**src/rtl/othello_pkg.sv**
```systemverilog
// Shared definitions for the Othello turn/move controller:
// cell codes, board dimensions, disc limit and the controller state encoding.
package othello_pkg;

    localparam logic [1:0] CELL_EMPTY = 2'b00;
    localparam logic [1:0] CELL_S0    = 2'b10;
    localparam logic [1:0] CELL_S1    = 2'b11;

    localparam int BOARD_DIM = 8;
    localparam int COORD_W   = $clog2(BOARD_DIM);

    localparam logic [5:0] MAX_DISCS = 6'd60;

    typedef enum logic [2:0] {
        IDLE,
        DETECT,
        WAIT_DET,
        CHECK,
        WRITE,
        WAIT_WR,
        SWAP,
        REJECT
    } state_t;

    // Cell code of the disc owned by the given side.
    function automatic logic [1:0] side_cell(input logic side);
        return side ? CELL_S1 : CELL_S0;
    endfunction

endpackage

```
**src/rtl/othello_move_ctrl_if.sv**
```systemverilog
// Bundle between the move controller and its environment (keys, board store,
// display). master = controller side, slave = environment side.
interface othello_move_ctrl_if;
    import othello_pkg::*;

    logic               key_up;
    logic               key_down;
    logic               key_left;
    logic               key_right;
    logic               key_place;
    logic [1:0]         q_in;
    logic [7:0]         dir_in;
    logic [COORD_W-1:0] cur_x;
    logic [COORD_W-1:0] cur_y;
    logic               side;
    logic               detect_en;
    logic               write_en;
    logic               busy;
    logic               illegal;
    logic               turn_done;
    logic [5:0]         move_count;
    logic               cursor_vis;

    modport master (
        input  key_up, key_down, key_left, key_right, key_place, q_in, dir_in,
        output cur_x, cur_y, side, detect_en, write_en, busy, illegal,
               turn_done, move_count, cursor_vis
    );

    modport slave (
        output key_up, key_down, key_left, key_right, key_place, q_in, dir_in,
        input  cur_x, cur_y, side, detect_en, write_en, busy, illegal,
               turn_done, move_count, cursor_vis
    );

endinterface

```
**src/rtl/othello_move_ctrl_key_edge.sv**
```systemverilog
// Registered rising-edge detector for a vector of debounced key levels.
// A held level produces exactly one single-cycle pulse, one cycle late.
module key_edge #(
    parameter int WIDTH = 5
) (
    input  logic             clock,
    input  logic             resetn,
    input  logic [WIDTH-1:0] i_key,
    output logic [WIDTH-1:0] o_edge
);

    logic [WIDTH-1:0] r_prev;
    logic [WIDTH-1:0] r_edge;

    // Remember last level and register the 0->1 transitions.
    always_ff @(posedge clock) begin
        if (!resetn) begin
            r_prev <= '0;
            r_edge <= '0;
        end else begin
            r_prev <= i_key;
            r_edge <= i_key & ~r_prev;
        end
    end

    assign o_edge = r_edge;

endmodule

```
**src/rtl/othello_move_ctrl.sv**
```systemverilog
// Turn/move controller upstream of the board store: moves the cursor from key
// edges, runs detect -> write -> turn swap for a placement, flags rejections.
// Optional cursor blink: define OTHELLO_CURSOR_BLINK_EN (adds BLINK_DIV).
module othello_move_ctrl
    import othello_pkg::*;
#(
    parameter int DET_CYCLES = 10,
    parameter int WR_CYCLES  = 10
`ifdef OTHELLO_CURSOR_BLINK_EN
    ,
    parameter int BLINK_DIV  = 12500000
`endif
) (
    input  logic                 clock,
    input  logic                 resetn,
    othello_move_ctrl_if.master  bus
);

    localparam int MAX_CYC = (DET_CYCLES > WR_CYCLES) ? DET_CYCLES : WR_CYCLES;
    localparam int CNT_W   = $clog2(MAX_CYC) + 1;
    localparam logic [CNT_W-1:0] DET_LOAD = CNT_W'(DET_CYCLES);
    localparam logic [CNT_W-1:0] WR_LOAD  = CNT_W'(WR_CYCLES);
    localparam logic [CNT_W-1:0] CNT_ONE  = CNT_W'(1);

    // Edge vector bit positions.
    localparam int K_RIGHT = 0;
    localparam int K_LEFT  = 1;
    localparam int K_DOWN  = 2;
    localparam int K_UP    = 3;
    localparam int K_PLACE = 4;

    logic [4:0]         w_keys;
    logic [4:0]         w_edge;

    state_t             r_state;
    logic [CNT_W-1:0]   r_cnt;
    logic [COORD_W-1:0] r_cur_x;
    logic [COORD_W-1:0] r_cur_y;
    logic               r_side;
    logic               r_detect_en;
    logic               r_write_en;
    logic               r_busy;
    logic               r_illegal;
    logic               r_turn_done;
    logic [5:0]         r_move_count;

    assign w_keys = {bus.key_place, bus.key_up, bus.key_down, bus.key_left, bus.key_right};

    key_edge #(.WIDTH(5)) u_key_edge (
        .clock  (clock),
        .resetn (resetn),
        .i_key  (w_keys),
        .o_edge (w_edge)
    );

    // Controller FSM; all status/request outputs are registered here.
    always_ff @(posedge clock) begin
        if (!resetn) begin
            r_state      <= IDLE;
            r_cnt        <= '0;
            r_cur_x      <= 3'd3;
            r_cur_y      <= 3'd2;
            r_side       <= 1'b0;
            r_detect_en  <= 1'b0;
            r_write_en   <= 1'b0;
            r_busy       <= 1'b0;
            r_illegal    <= 1'b0;
            r_turn_done  <= 1'b0;
            r_move_count <= 6'd0;
        end else begin
            r_detect_en <= 1'b0;
            r_write_en  <= 1'b0;
            r_turn_done <= 1'b0;
            case (r_state)
                IDLE: begin
                    if (w_edge[K_PLACE]) begin
                        r_illegal <= 1'b0;
                        r_busy    <= 1'b1;
                        if (bus.q_in != CELL_EMPTY) begin
                            r_state <= REJECT;
                        end else begin
                            r_state     <= DETECT;
                            r_detect_en <= 1'b1;
                        end
                    end else if (w_edge[K_UP]) begin
                        r_illegal <= 1'b0;
                        r_cur_y   <= r_cur_y - 3'd1;
                    end else if (w_edge[K_DOWN]) begin
                        r_illegal <= 1'b0;
                        r_cur_y   <= r_cur_y + 3'd1;
                    end else if (w_edge[K_LEFT]) begin
                        r_illegal <= 1'b0;
                        r_cur_x   <= r_cur_x - 3'd1;
                    end else if (w_edge[K_RIGHT]) begin
                        r_illegal <= 1'b0;
                        r_cur_x   <= r_cur_x + 3'd1;
                    end else begin
                        r_state <= IDLE;
                    end
                end
                DETECT: begin
                    r_cnt <= DET_LOAD;
                    if (DET_CYCLES == 0) begin
                        r_state <= CHECK;
                    end else begin
                        r_state <= WAIT_DET;
                    end
                end
                WAIT_DET: begin
                    if (r_cnt <= CNT_ONE) begin
                        r_cnt   <= '0;
                        r_state <= CHECK;
                    end else begin
                        r_cnt <= r_cnt - CNT_ONE;
                    end
                end
                CHECK: begin
                    if (bus.dir_in == 8'h00) begin
                        r_state <= REJECT;
                    end else begin
                        r_state    <= WRITE;
                        r_write_en <= 1'b1;
                    end
                end
                WRITE: begin
                    r_cnt <= WR_LOAD;
                    if (WR_CYCLES == 0) begin
                        r_state     <= SWAP;
                        r_turn_done <= 1'b1;
                    end else begin
                        r_state <= WAIT_WR;
                    end
                end
                WAIT_WR: begin
                    if (r_cnt <= CNT_ONE) begin
                        r_cnt       <= '0;
                        r_state     <= SWAP;
                        r_turn_done <= 1'b1;
                    end else begin
                        r_cnt <= r_cnt - CNT_ONE;
                    end
                end
                SWAP: begin
                    r_side <= ~r_side;
                    if (r_move_count != MAX_DISCS) begin
                        r_move_count <= r_move_count + 6'd1;
                    end else begin
                        r_move_count <= r_move_count;
                    end
                    r_busy  <= 1'b0;
                    r_state <= IDLE;
                end
                REJECT: begin
                    r_illegal <= 1'b1;
                    r_busy    <= 1'b0;
                    r_state   <= IDLE;
                end
                default: begin
                    r_busy  <= 1'b0;
                    r_state <= IDLE;
                end
            endcase
        end
    end

`ifdef OTHELLO_CURSOR_BLINK_EN
    localparam int BL_W = $clog2(BLINK_DIV + 1) + 1;
    localparam logic [BL_W-1:0] BLINK_LAST = BL_W'(BLINK_DIV - 1);

    logic [BL_W-1:0] r_blink_cnt;
    logic            r_cursor_vis;

    // Blink the cursor while idle; keep it solid when busy or just moved.
    always_ff @(posedge clock) begin
        if (!resetn) begin
            r_blink_cnt  <= '0;
            r_cursor_vis <= 1'b1;
        end else if (r_busy || ((r_state == IDLE) && (|w_edge))) begin
            r_blink_cnt  <= '0;
            r_cursor_vis <= 1'b1;
        end else if (r_blink_cnt >= BLINK_LAST) begin
            r_blink_cnt  <= '0;
            r_cursor_vis <= ~r_cursor_vis;
        end else begin
            r_blink_cnt <= r_blink_cnt + {{(BL_W-1){1'b0}}, 1'b1};
        end
    end

    assign bus.cursor_vis = r_cursor_vis;
`else
    assign bus.cursor_vis = 1'b1;
`endif

    assign bus.cur_x      = r_cur_x;
    assign bus.cur_y      = r_cur_y;
    assign bus.side       = r_side;
    assign bus.detect_en  = r_detect_en;
    assign bus.write_en   = r_write_en;
    assign bus.busy       = r_busy;
    assign bus.illegal    = r_illegal;
    assign bus.turn_done  = r_turn_done;
    assign bus.move_count = r_move_count;

endmodule

```
**src/flat_wrapper.sv**
```systemverilog
// flat-port wrapper written by rule: the top's interface ports become plain ports
module othello_move_ctrl_flat import othello_pkg::*;
#(
    parameter int DET_CYCLES = 10,
    parameter int WR_CYCLES  = 10

)
  (clock, resetn, bus_key_up, bus_key_down, bus_key_left, bus_key_right, bus_key_place, bus_q_in, bus_dir_in, bus_cur_x, bus_cur_y, bus_side, bus_detect_en, bus_write_en, bus_busy, bus_illegal, bus_turn_done, bus_move_count, bus_cursor_vis);
  othello_move_ctrl_if bus_i ();
  input  logic clock;
  input  logic resetn;
  input wire logic [$bits(bus_i.key_up)-1:0] bus_key_up;
  input wire logic [$bits(bus_i.key_down)-1:0] bus_key_down;
  input wire logic [$bits(bus_i.key_left)-1:0] bus_key_left;
  input wire logic [$bits(bus_i.key_right)-1:0] bus_key_right;
  input wire logic [$bits(bus_i.key_place)-1:0] bus_key_place;
  input wire logic [$bits(bus_i.q_in)-1:0] bus_q_in;
  input wire logic [$bits(bus_i.dir_in)-1:0] bus_dir_in;
  output wire logic [$bits(bus_i.cur_x)-1:0] bus_cur_x;
  output wire logic [$bits(bus_i.cur_y)-1:0] bus_cur_y;
  output wire logic [$bits(bus_i.side)-1:0] bus_side;
  output wire logic [$bits(bus_i.detect_en)-1:0] bus_detect_en;
  output wire logic [$bits(bus_i.write_en)-1:0] bus_write_en;
  output wire logic [$bits(bus_i.busy)-1:0] bus_busy;
  output wire logic [$bits(bus_i.illegal)-1:0] bus_illegal;
  output wire logic [$bits(bus_i.turn_done)-1:0] bus_turn_done;
  output wire logic [$bits(bus_i.move_count)-1:0] bus_move_count;
  output wire logic [$bits(bus_i.cursor_vis)-1:0] bus_cursor_vis;
  assign bus_i.key_up = bus_key_up;
  assign bus_i.key_down = bus_key_down;
  assign bus_i.key_left = bus_key_left;
  assign bus_i.key_right = bus_key_right;
  assign bus_i.key_place = bus_key_place;
  assign bus_i.q_in = bus_q_in;
  assign bus_i.dir_in = bus_dir_in;
  assign bus_cur_x = bus_i.cur_x;
  assign bus_cur_y = bus_i.cur_y;
  assign bus_side = bus_i.side;
  assign bus_detect_en = bus_i.detect_en;
  assign bus_write_en = bus_i.write_en;
  assign bus_busy = bus_i.busy;
  assign bus_illegal = bus_i.illegal;
  assign bus_turn_done = bus_i.turn_done;
  assign bus_move_count = bus_i.move_count;
  assign bus_cursor_vis = bus_i.cursor_vis;
  othello_move_ctrl #(.DET_CYCLES(DET_CYCLES), .WR_CYCLES(WR_CYCLES)) u_core (.clock(clock), .resetn(resetn), .bus(bus_i));
endmodule
```
**config.mk**
```make
export PLATFORM = sky130hd
export DESIGN_NAME = othello_move_ctrl_flat
export DESIGN_NICKNAME = d
export VERILOG_FILES = /design/src/rtl/othello_pkg.sv /design/src/rtl/othello_move_ctrl_if.sv /design/src/rtl/othello_move_ctrl_key_edge.sv /design/src/rtl/othello_move_ctrl.sv /design/src/flat_wrapper.sv
export SDC_FILE = /design/constraint.sdc
export NUM_CORES = 1
export LEC_CHECK = 0
export ABC_AREA = 1
export CAP_MARGIN = 20
export CORE_UTILIZATION = 45
export CTS_CLUSTER_SIZE = 28
export DETAILED_ROUTE_END_ITERATION = 6
export GPL_ROUTABILITY_DRIVEN = 0
export GPL_TIMING_DRIVEN = 0
export PLACE_DENSITY = 0.74
export SYNTH_ARGS = -nofsm -noshare
export SYNTH_HDL_FRONTEND = slang
export SYNTH_HIERARCHICAL = 1
export SYNTH_SLANG_ARGS = --single-unit
```
**constraint.sdc**
```tcl
create_clock -name clock -period 1.55 [get_ports clock]
set_input_delay 0.155 -clock clock [delete_from_list [all_inputs] [get_ports clock]]
set_output_delay 0.155 -clock clock [all_outputs]
set_load 0.01 [all_outputs]
```
==> impl_metrics.yaml <==
grt:
  gr-max-usage-layer: "met2"
  overflow: 0
  grt_pass1_vias: 1460
  grt_pass1_wl_um: 6000
  antenna_found_initial: 0
  met3_usage_pct: 6.52
  use_met1_pct: 23.2
  grtUsageTotal_pct: 19.0
  grt_use_met2_pct: 30.9
  grt_max_degree: 12
timing:
  worst_slew_pin_slew_ns: 0.524
  fmax_mhz: 684
  hold_violations: 0
  rsz0062_at_grt: "no"
  min_period_ns: 1.46
  fin_ws_ns: 0.0888
  fin_worst_skew_ns: 0.00571
  slew_viol_final: 0
  setup_viol: 0
  slew_headroom_pct: 65.1
  fin_crit_sh_pct: 94.3
floorplan:
  ios: 36
  dieArea_um2: 4050
  num_rows: 22
  die_w_um: 63.7
  die_height_um: 63.7
  initial_core_util_pct: 46.7
  core_um2: 3660
synthesis:
  syn_inst: 232
  seq_area_frac_synth_pct: 42.1
  avgSynthCellArea_um2: 7.37
  syn-num-nets: 255
  ys_types: 30
  synth.cell_area_um2: 1710
  yosysWarnings: 6
  synth-seq-cells: 36
power:
  clkPwrFrac_pct: 28.4
  seqPwrFrac_pct: 37.3
  swShare_pct: 34.0
  power_density_nw_per_um2: 1390
  pwr-share-comb_pct: 34.3
  fin_total_pwr_mw: 3.12
  leakage_nw: 1.02
  vdd_drop_max_uv: 616
  intPower_mw: 2.06
  switchingPower_mw: 1.06
routing:
  drc: 0
  vias: 1516
  drtIter0Drc: 53
  routed_wl_um: 3240
  wl_per_cell_um: 10.0
  vias_per_cell: 4.71
  firstDrtPassIters: 4
  ant_nets: 0
hold_path:
  min-delay-start: "u_core/u_key_edge/r_prev[2]"
  hold_depth: 1
  hold_path_class: "register to register"
clock_tree:
  cts_tree: "done"
  clk_path_buf_depth: 2
  root_buffer: "clkbuf_8"
  clkSinkCount: 36
  cts.reportedPaths.clkPinSlew_ns: 0.07
  cts_hold_buf: 0
  clkLatencyLatePin_ns: 0.28
  post-cts-setup-buffer-count: 0
  htree_levels: 2
  numCtsBuffers: 5
critical_path:
  cp_top_family: "buffers and inverters"
  critPathSlowestCell: "clkdlybuf4s50_1"
  critPathLaunch: "u_core/bus.move_count[2]"
  critical_path_buf_inv_count: 1
  worstSetupEndpointType: "output port"
  arrival_ns: 1.31
  ff2ff_path_depth: 9
  criticalPathCategory: "register to output port"
  cp_max_fo: 6
  cp-start-kind: "register"
  rr_startpoint: "u_core/bus.move_count[0]"
  cpPeakStageDelay_ns: 0.58
  worstPathCellList: "clkdlybuf4s50_1"
  worst_ep_required_time_ns: 1.39
  crit_cells: 1
placement:
  port_buffers: 34
  dp.cells: 314
  dp_slack_ns: -0.108
  hpwl_um: 2450
outcome:
  status: "finished, final reports clean"
finish:
  diodes: 0
  fill_cells: 360
  area_growth_pct: 30.9
  fin_cells: 322
  nets: 296
  drive_above_1_share_pct: 9.85
run:
  maxCapViolations: 0
power groups by stage:
stage,combinational [mW],clock (mW),sequential [mW]
4_1_cts,1.07,0.916,1.16
5_1_grt,1.24,0.958,1.18
2_1_floorplan,0.757,0,1.19
3_3_place_gp,1.03,0,1.18
3_5_place_dp,1.06,0,1.19
6_report,1.07,0.886,1.16
worst reg2reg max path: stages (launching register included):
cell     delay, ns
dfxtp_1       0.40
inv_1         0.11
ha_1          0.21
inv_1         0.05
nor2_1        0.04
nand3_1       0.07
nand2_2       0.13
inv_2         0.12
nand2_1       0.06
a21oi_1       0.12
worst paths after layout:
kind	slack [ns]	endpoint
worst max-delay path	0.09	bus_move_count[2]
worst min-delay path	0.38	u_core/u_key_edge/o_edge[2]
worst max register to register	0.15	u_core/bus.move_count[2]
worst min register to register	0.38	u_core/u_key_edge/o_edge[2]
placed cells by master (no fill, tap or decap), types with 2 or more instances in the layout:
master / netlist / final
clkdlybuf4s50_1: 0 / 34
nand2_1: 49 / 48
nor3_1: 3 / 3
inv_2: 2 / 2
inv_1: 37 / 37
xnor2_1: 3 / 3
buf_6: 2 / 2
fa_1: 2 / 2
xor2_1: 5 / 5
nor2_2: 2 / 2
nand3_1: 16 / 16
clkbuf_8: 0 / 7
a21oi_1: 18 / 18
o21ai_0: 9 / 9
ha_1: 4 / 4
nand4_1: 2 / 2
nand2_2: 5 / 6
dfxtp_1: 36 / 36
nor2_1: 24 / 24
registers in the layout (all words and copies together), names as in the netlist:
| register | flops |
|---|---|
| u_core/r_state | 3 |
| u_core/u_key_edge/o_edge | 5 |
| u_core/bus.turn_done | 1 |
| u_core/bus.side | 1 |
| u_core/bus.write_en | 1 |
| u_core/bus.cur_x | 3 |
| u_core/bus.illegal | 1 |
| u_core/bus.busy | 1 |
| u_core/bus.move_count | 6 |
| u_core/bus.cur_y | 3 |
| u_core/r_cnt | 5 |
| u_core/u_key_edge/r_prev | 5 |
| u_core/bus.detect_en | 1 |
per-layer routing:
| layer | wire length [um] | vias to the layer above |
|---|---|---|
| met5 | 0 | - |
| met4 | 19 | 0 |
| met3 | 157 | 2 |
| met2 | 1550 | 33 |
| met1 | 1500 | 678 |
| li1 | - | 803 |
repair_timing:
action,4_1_cts,5_1_grt
gates resized for setup,0,1
setup endpoints to repair,0,2
endpoints found under the hold margin,0,0
synthesized netlist by cell type:
| master | number | area share [%] |
|---|---|---|
| a21oi_1 | 18 | 5.3 |
| a21oi_2 | 1 | 0.51 |
| a31oi_1 | 1 | 0.37 |
| buf_4 | 1 | 0.44 |
| buf_6 | 2 | 1.3 |
| clkbuf_1 | 1 | 0.22 |
| clkinv_1 | 1 | 0.22 |
| conb_1 | 1 | 0.22 |
| dfxtp_1 | 36 | 42 |
| fa_1 | 2 | 2.3 |
| ha_1 | 4 | 2.9 |
| inv_1 | 37 | 8.1 |
| inv_2 | 2 | 0.44 |
| nand2_1 | 49 | 11 |
| nand2_2 | 5 | 1.8 |
| nand3_1 | 16 | 4.7 |
| nand3_4 | 1 | 1.0 |
| nand4_1 | 2 | 0.73 |
| nor2_1 | 24 | 5.3 |
| nor2_2 | 2 | 0.73 |
| nor2_4 | 1 | 0.66 |
| nor3_1 | 3 | 0.88 |
| nor3_2 | 1 | 0.59 |
| o21ai_0 | 9 | 2.6 |
| o21ai_1 | 1 | 0.29 |
| o21ai_2 | 1 | 0.51 |
| o21bai_1 | 1 | 0.44 |
| or2_2 | 1 | 0.37 |
| xnor2_1 | 3 | 1.5 |
| xor2_1 | 5 | 2.6 |
metrics by stage:
stage | utilization [%] | TNS (ns) | area (um^2) | hold WS, ns
finish | 61.2 | 0 | 2240 | 0.383
global route | 61.2 | 0 | 2240 | 0.394
CTS | 61.1 | 0 | 2240 | 0.389
detailed placement | 57.7 | -0.894 | 2110 | 0.379
global placement | 57.7 | -0.756 | 2110 | 0.371
floorplan | - | 0 | 1710 | 0.266
logic make-up after synthesis:
family          share of synthesized area, %
compound gates                          10.0
xor+xnor                                4.10
fa+ha+maj                               5.27
buf+inv                                 10.8
flops                                   42.1
other cells                            0.219
simple gates                            27.5
cell type report:
class | count | area, um^2 | share of cell area (%)
multi-input cells | 152 | 808 | 36.1
flip-flops and latches | 36 | 721 | 32.2
repair buffers | 34 | 340 | 15.2
inverters | 40 | 150 | 6.70
clock buffers | 7 | 96.3 | 4.30
well taps | 48 | 60.1 | 2.68
plain buffers | 4 | 33.8 | 1.51
clock inverters | 1 | 30.0 | 1.34
(Power assumes the default switching activity.)
